## config.mk

```make
export PLATFORM = sky130hd
export DESIGN_NAME = updown_step_counter
export DESIGN_NICKNAME = d
export VERILOG_FILES = /design/src/rtl/updown_step_counter.sv
export SDC_FILE = /design/constraint.sdc
export NUM_CORES = 1
export LEC_CHECK = 0
export ABC_AREA = 1
export CAP_MARGIN = 0
export CORE_MARGIN = 4
export CORE_UTILIZATION = 43
export DETAILED_ROUTE_END_ITERATION = 10
export PLACE_DENSITY_LB_ADDON = 0.08
export SLEW_MARGIN = 30
export SYNTH_ARGS = -nofsm -noshare
export SYNTH_HDL_FRONTEND = slang
export SYNTH_SLANG_ARGS = --single-unit
```

## constraint.sdc

```tcl
create_clock -name clk -period 1.7 [get_ports clk]
set_input_delay 0.17 -clock clk [delete_from_list [all_inputs] [get_ports clk]]
set_output_delay 0.17 -clock clk [all_outputs]
set_load 0.03 [all_outputs]
```

## src/rtl/updown_step_counter.sv

```systemverilog
// Up/down step counter over the range 0..MAX with wrap or saturate at the
// bounds, optional rising-edge detection on step, and registered parity,
// Gray-code, terminal-count and at-bound flags that all move with count.
module updown_step_counter #(
  parameter int WIDTH = 4,
  parameter int MAX   = 15,
  parameter int SAT   = 0,
  parameter int EDGE  = 0
) (
  input  logic             clk,
  input  logic             reset,
  input  logic             step,
  input  logic             dir,
  input  logic             clear,
  input  logic             load,
  input  logic [WIDTH-1:0] load_val,
  output logic [WIDTH-1:0] count,
  output logic             out,
  output logic [WIDTH-1:0] gray,
  output logic             tc,
  output logic             at_bound
);

  localparam logic [WIDTH-1:0] MAX_V = WIDTH'(MAX);
  localparam logic [WIDTH-1:0] ZERO  = '0;

  logic             step_q;
  logic             adv;
  logic [WIDTH-1:0] next_count;
  logic             next_tc;

  // step_q tracks step every cycle so a rise coinciding with clear or load is
  // consumed and cannot advance on a later cycle.
  // NOTE: sequential state uses non-blocking assignments so every register
  // samples pre-edge values; blocking here would create ordering races.
  always_ff @(posedge clk or posedge reset) begin
    if (reset) begin
      step_q <= 1'b0;
    end else begin
      step_q <= step;
    end
  end

  // Advance request: plain enable, or rising edge of a level when EDGE=1.
  always_comb begin
    adv = (EDGE != 0) ? (step & ~step_q) : step;
  end

  // Next count and terminal pulse, priority clear > load > adv > hold.
  // NOTE: every output of this block gets a default first, so no path can
  // leave it unassigned and infer a latch.
  always_comb begin
    next_count = count;
    next_tc    = 1'b0;
    if (clear) begin
      next_count = ZERO;
    end else if (load) begin
      next_count = (load_val > MAX_V) ? MAX_V : load_val;
    end else if (adv) begin
      if (dir) begin
        if (count >= MAX_V) begin
          next_count = (SAT != 0) ? MAX_V : ZERO;
          next_tc    = 1'b1;
        end else begin
          next_count = count + 1'b1;
        end
      end else begin
        if (count == ZERO) begin
          next_count = (SAT != 0) ? ZERO : MAX_V;
          next_tc    = 1'b1;
        end else begin
          next_count = count - 1'b1;
        end
      end
    end
  end

  // Count and all derived flags register from next_count on the same edge.
  // NOTE: reset is asynchronous and clears every register of the block;
  // at_bound resets high because count resets to the lower bound.
  always_ff @(posedge clk or posedge reset) begin
    if (reset) begin
      count    <= ZERO;
      out      <= 1'b0;
      gray     <= ZERO;
      tc       <= 1'b0;
      at_bound <= 1'b1;
    end else begin
      count    <= next_count;
      out      <= next_count[0];
      gray     <= next_count ^ (next_count >> 1);
      tc       <= next_tc;
      at_bound <= (next_count == ZERO) || (next_count == MAX_V);
    end
  end

endmodule

```

==> reports/metrics.yaml, run 1 <==
run_status:
  outcome: "finished, final reports clean"
timing:
  relSlewSlack_pct: 78.96
  period_minus_slack_ps: 1646
  report.final.setup_viol: 0
  rsz0062_at_grt: "yes"
  tightestPinTransition_ps: 314.7
  period_share_pct: 96.83
  timing_hold_violations_final: 0
  fin_ws_ps: 53.91
  slew_violations: 0
  skew_ps: 3.688
  clock.fmax_ghz: 0.6075
  fin_hold_ws_ps: 166.4
synth:
  synth_top_family_by_area: "simple AND/OR/NAND/NOR gates"
  yosysMostFrequentCell: "nand2_1"
  synthMuxAreaShare_pct: 0
  syn_nets: 100
  ys_ff_latch: 9
  yosysUniqueCellTypes: 19
  yosys.area_share.adder_pct: 12.00
  ys_warn_count: 0
  yosysSeqAreaShare_pct: 36.20
  yosys.area_share.xor_xnor_pct: 1.400
  synth_commonest_cells: "nand2_1 (18), inv_1 (16), nand3_1 (9)"
  synth-simple-area-share_pct: 25.60
  synth_top_area_share_pct: 32.00
  synth_compound_area_share_pct: 9.600
  synthFlopType: "dfrtp_1"
  netlist_top_cells_area: "dfrtp_1 (32%), ha_1 (12%), nand2_1 (11%)"
  syn_area_sq_um: 625.6
  synth-async-reset-ratio_pct: 100.0
  avgSynthCellArea_sq_um: 7.448
  yosys.area.top_type: "dfrtp_1"
  synth_cells: 84
  synth_edf_count: 0
grt:
  grt.met1_usage_pct: 18.94
  met3_usage_pct: 7.031
  antenna_found_initial: 0
  grt_usage_pct: 14.74
  grt_max_degree: 10
  grt_first_pass_wirelength_um: 2194
  grt_pass1_vias: 518
  grt_use_met2_pct: 22.25
  busiest_layer: "met2"
  grt-ovfl-total: 0
finish:
  fill_cells: 110
  areaGrowthSynthToFinish_pct: 48.40
  postLayoutCoreUtil_pct: 69.61
  diodes: 0
  drive_above_1_share_pct: 21.62
  nets: 128
  design_area_sq_um: 928.4
min_path:
  hold_class: "primary input to async pin"
placement:
  place_area_sq_um: 864.6
  place.gp.congestion: 0.8132
  dp_slack_ps: -58.54
  dpl.hpwl_um: 1123
  port_buffers: 20
routing:
  post_drt_wl_per_cell_um: 11.24
  antenna_left: 0
  drc: 0
  drt_pass1_iterations: 4
  drtIter0Drc: 14
  drt-vias-per-instance: 4.849
  via_count: 611
  drt_wl_total_um: 1416
cts:
  cts_max_level: 1
  tritoncts: "built"
  clk_latency_ps: 260
  hold_buffers: 0
  clk_pin_slew_ps: 60
  clockRootBuffer: "clkbuf_4"
  cts_buffers: 3
  cts_sinks: 9
  clockBufferDepth: 2
floorplan:
  core_area_sq_um: 1334
  die_y_um: 46.14
  io_pins: 21
  die_area_sq_um: 2129
  dieWidth_um: 46.14
  initial_core_util_pct: 46.90
  num_rows: 13
setup_path:
  cp_cell_sequence: "clkdlybuf4s50_1"
  slowest_delay_ps: 730
  path_delay_family: "buffers and inverters"
  cp.arrival_ps: 1480
  start_kind: "register"
  cp-end-kind: "output port"
  path_max_fanout: 8
  crit_required_ps: 1530
  crit_path_top_delay_cell: "clkdlybuf4s50_1"
  cp_num_buf_inv: 1
  path_class: "register to output port"
power:
  leakagePower_nw: 0.4776
  powerDensity_nw_per_um2: 732.2
  vdd_drop_max_mv: 0.6477
flow_run:
  cap_viol_max_count: 0
[per-layer routing]
layer | up-vias | wire, um
li1 | 320 | -
met1 | 267 | 651
met2 | 22 | 661
met3 | 2 | 94
met4 | 0 | 8
met5 | - | 0
[registers in the layout, summed over array words and instances (netlist names)]
name and cells:
at_bound 1, gray 3, count 4, tc 1
[final timing paths]
check                                    from                  to  slack (ps)  cells after the start
hold / removal                          reset        tc$_DFF_PP0_         170                      2
min in group clk                  load_val[3]  count[3]$_DFF_PP0_         560                      5
hold reg to reg            count[3]$_DFF_PP0_  count[3]$_DFF_PP0_         810                      4
setup reg to reg           count[0]$_DFF_PP0_  at_bound$_DFF_PP1_          90                      9
max in group asynchronous               reset  at_bound$_DFF_PP1_        1250                      2
setup / recovery           count[2]$_DFF_PP0_            count[2]          50                      1
[cells in the final DEF (no fill, tap or decap), types with 4 or more instances in the layout]
cell type | netlist | layout
nand3_1 | 9 | 7
ha_1 | 6 | 4
inv_1 | 16 | 14
buf_4 | 3 | 7
dfrtp_1 | 8 | 6
clkdlybuf4s50_1 | 0 | 19
inv_2 | 2 | 4
nand2_1 | 18 | 17
a21oi_1 | 7 | 7
[cell families (layout without fill, tap and decap cells)]
| kind of cell | Yosys count | after routing |
|---|---|---|
| flops | 9 | 9 |
| compound gates | 11 | 11 |
| fa+ha+maj | 6 | 6 |
| xor+xnor | 1 | 1 |
| simple gates | 35 | 35 |
| buf+inv | 22 | 49 |
[area by class of cell]
class,instances,area (sq um),area share (%)
multi-input combinational,53,331.6,35.71
timing repair buffer,27,255.2,27.49
sequential,9,229.0,24.66
inverter,18,67.56,7.278
clock buffer,4,26.28,2.830
tap,15,18.77,2.022
[report_power, final]
part	switching, W	total [W]	leakage [nW]	internal, W
logic	0.000146	0.000266	0.353	0.000120
clock network	0.0000691	0.000159	0.0150	0.0000901
registers	0.0000155	0.000255	0.110	0.000239
[through the flow]
stage / cells / power, W / setup TNS [ps]
global route: 126 / 0.0007310 / -14.41
finish: 126 / 0.0006797 / 0
global placement: 121 / 0.0005097 / -48.39
CTS: 125 / 0.0006714 / 0
detailed placement: 121 / 0.0005096 / -58.54
floorplan: 84 / 0.0004052 / 0
[repair_timing]
| action | 4_1_cts | 5_1_grt |
|---|---|---|
| buffers inserted | 0 | 1 |
| setup endpoints to repair | 0 | 3 |
| resized for setup | 0 | 9 |
No activity file was read; power rests on OpenSTA's default activity.
==> inputs of run 2 (changes only) <==
Clock period 1.7 ns to 1.6 ns, I/O delays scaled along.
==> run 2 against run 1 <==
Non-clock buffer count grew 6. Flip-flop and latch count did not move. Cell area rose by 8.6%. The run now ends with negative setup slack left. Utilization increased by 6.0 points. Via count up 11%. First-iteration DRC count decreased by 14%. Worst setup slack worse by 150 ps. Clock skew fell by 1.1 ps. Sequential power grew 7%. Cell count up 4.8%. Critical path type is now register to register. Combinational power increased by 18%. Hold slack worse by 22 ps. Largest cell class unchanged.
==> reports/metrics.yaml, run 2 (same netlist as run 1, synthesis figures left out) <==
grt:
  grt_pass1_vias: 566  # was 518
  antenna_found_initial: 0  # unchanged
  grt-ovfl-total: 0  # unchanged
  grt_max_degree: 10  # unchanged
  grt_usage_pct: 16.85  # was 14.74%
  grt_first_pass_wirelength_um: 2484  # was 2194 um
floorplan:
  initial_core_util_pct: 46.90  # unchanged
  num_rows: 13  # unchanged
  die_y_um: 46.14  # unchanged
  core_area_sq_um: 1334  # unchanged
  die_area_sq_um: 2129  # unchanged
  dieWidth_um: 46.14  # unchanged
  io_pins: 21  # unchanged
cts:
  tritoncts: "built"  # unchanged
  clockBufferDepth: 2  # unchanged
  hold_buffers: 0  # unchanged
  cts_sinks: 9  # unchanged
  clockRootBuffer: "clkbuf_4"  # unchanged
  clk_pin_slew_ps: 60  # about the same
  cts_buffers: 3  # unchanged
  cts_max_level: 1  # unchanged
  clk_latency_ps: 260  # about the same
finish:
  drive_above_1_share_pct: 32.48  # was 21.62%
  nets: 134  # was 128
  fill_cells: 108  # was 110
  multiInputGateArea_sq_um: 372.9  # was 331.6 sq um
  largest_register_ffs: 4  # unchanged
  seqCellArea_sq_um: 229.0  # unchanged
  postLayoutCoreUtil_pct: 75.61  # was 69.61%
  diodes: 0  # unchanged
  final_common_cell: "nand2_1"  # was clkdlybuf4s50_1
  reg_top3: "count x4, gray x3"  # unchanged
  areaGrowthSynthToFinish_pct: 61.20  # was 48.40%
  largest_register: "count"  # unchanged
  layout_common_cells: "nand2_1 (15), clkdlybuf4s50_1 (14), buf_4 (13)"  # was clkdlybuf4s50_1 (19), nand2_1 (17), inv_1 (14)
timing:
  relSlewSlack_pct: 78.42  # was 78.96%
  period_minus_slack_ps: 1699
  timing_hold_violations_final: 0  # unchanged
  fin_ws_ps: -98.99  # was 53.91 ps
  period_share_pct: 106.2
  clock.fmax_ghz: 0.5886
  report.final.setup_viol: 2  # was 0
  tightestPinTransition_ps: 323.4  # was 314.7 ps
  rsz0062_at_grt: "yes"  # unchanged
  skew_ps: 2.603  # was 3.688 ps
  slew_violations: 0  # unchanged
power:
  leakagePower_nw: 0.5252  # was 0.4776 nW
  powerDensity_nw_per_um2: 762.5  # was 732.2 nW/um^2
  p_total_w: 0.0007690  # was 0.0006797 W
  vdd_drop_max_mv: 0.4895  # was 0.6477 mV
run_status:
  outcome: "finished, violations left"  # was finished, final reports clean
  violations: "negative setup slack"
setup_path:
  slowest_delay_ps: 450  # was 730 ps
  crit_path_top_delay_cell: "dfrtp_2"  # was clkdlybuf4s50_1
  cp_cell_sequence: "buf_4, nor2_4, nand2_1, nand2_1, nand2_1, nand2_2, nand3_2, nand2_1, nand2_1, ha_2, a22o_1"  # was clkdlybuf4s50_1
  cp.arrival_ps: 1890  # was 1480 ps
  crit_top_cell: "nand2_1"
  crit_required_ps: 1790  # was 1530 ps
  cp-end-kind: "register"  # was output port
  start_kind: "register"  # unchanged
  path_class: "register to register"  # was register to output port
  path_max_fanout: 4  # was 8
placement:
  port_buffers: 20  # unchanged
  place.gp.congestion: 0.9256  # was 0.8132
  dpl.hpwl_um: 1170  # was 1123 um
routing:
  drt_wl_total_um: 1717  # was 1416 um
  via_count: 680  # was 611
  drt_pass1_iterations: 4  # unchanged
  antenna_left: 0  # unchanged
  post_drt_wl_per_cell_um: 13.01  # was 11.24 um
  drt-vias-per-instance: 5.152  # was 4.849
  drc: 0  # unchanged
  drtIter0Drc: 12  # was 14
min_path:
  hold_class: "primary input to async pin"  # unchanged
flow_run:
  cap_viol_max_count: 0  # unchanged
-- run 2: changes by cell type in the layout (fill, tap and decap cells not counted), sizes merged --
cell,delta
buf,+6
clkdlybuf4s50,-5
dlygate4sd2,+5
-- run 2: repair_timing --
action | 4_1_cts | 5_1_grt
pin swaps | 0 | 8
setup buffers | 0 | 2
gates resized for setup | 6 | 16
endpoints found under the setup margin | 6 | 4
-- run 2: report_power, final --
group / internal (W) / switching, W
logic: 0.000141 / 0.000174
clock network: 0.0000964 / 0.0000837
registers: 0.000254 / 0.0000203
-- run 2: stage by stage --
stage,hold WS (ps),instances,TNS (ps),area (sq um),setup slack [ps]
after floorplan,-12.93,84,0,640.6,4.921
after global placement,437.9,126,-77.16,914.6,-77.16
after detailed placement,437.8,126,-114.8,914.6,-114.8
after CTS,157.0,130,-17.76,937.1,-17.76
after global routing,173.1,132,-237.4,1008,-166.3
final,144.0,132,-103.5,1008,-98.99
-- run 2: worst max-delay path, delay by kind of cell (launching register included) --
family | cells | cell delay (ps)
simple gates | 8 | 600
flops | 1 | 450
compound gates | 1 | 230
fa+ha+maj | 1 | 180
buf+inv | 1 | 170
-- run 2: routing by layer --
layer / up-vias / global-route usage (%) / share of wire [%]
li1: 331 / - / -
met1: 311 / 20.24 / 40
met2: 34 / 27.47 / 50
met3: 4 / 3.125 / 7.3
met4: 0 / 10.23 / 2.2
met5: - / 0 / 0
-- run 2: worst paths after layout --
check                                        start            endpoint  slack (ps)  cells after the start
worst max-delay path            count[1]$_DFF_PP0_  at_bound$_DFF_PP1_        -100                     11
worst min-delay path                         reset   gray[2]$_DFF_PP0_         140                      2
worst max register to register  count[1]$_DFF_PP0_  at_bound$_DFF_PP1_        -100                     11
worst min register to register  count[3]$_DFF_PP0_  count[3]$_DFF_PP0_         790                      4
max in group asynchronous                    reset  at_bound$_DFF_PP1_        1170                      2
min in group clk                       load_val[3]  count[3]$_DFF_PP0_         570                      5
-- run 2: layout make-up --
type                    instances  share of cell area (%)
multi-input cells              53                   36.97
repair buffers                 33                   29.16
flip-flops and latches          9                   22.70
inverters                      18                   6.700
clock buffers                   4                   2.605
well taps                      15                   1.861
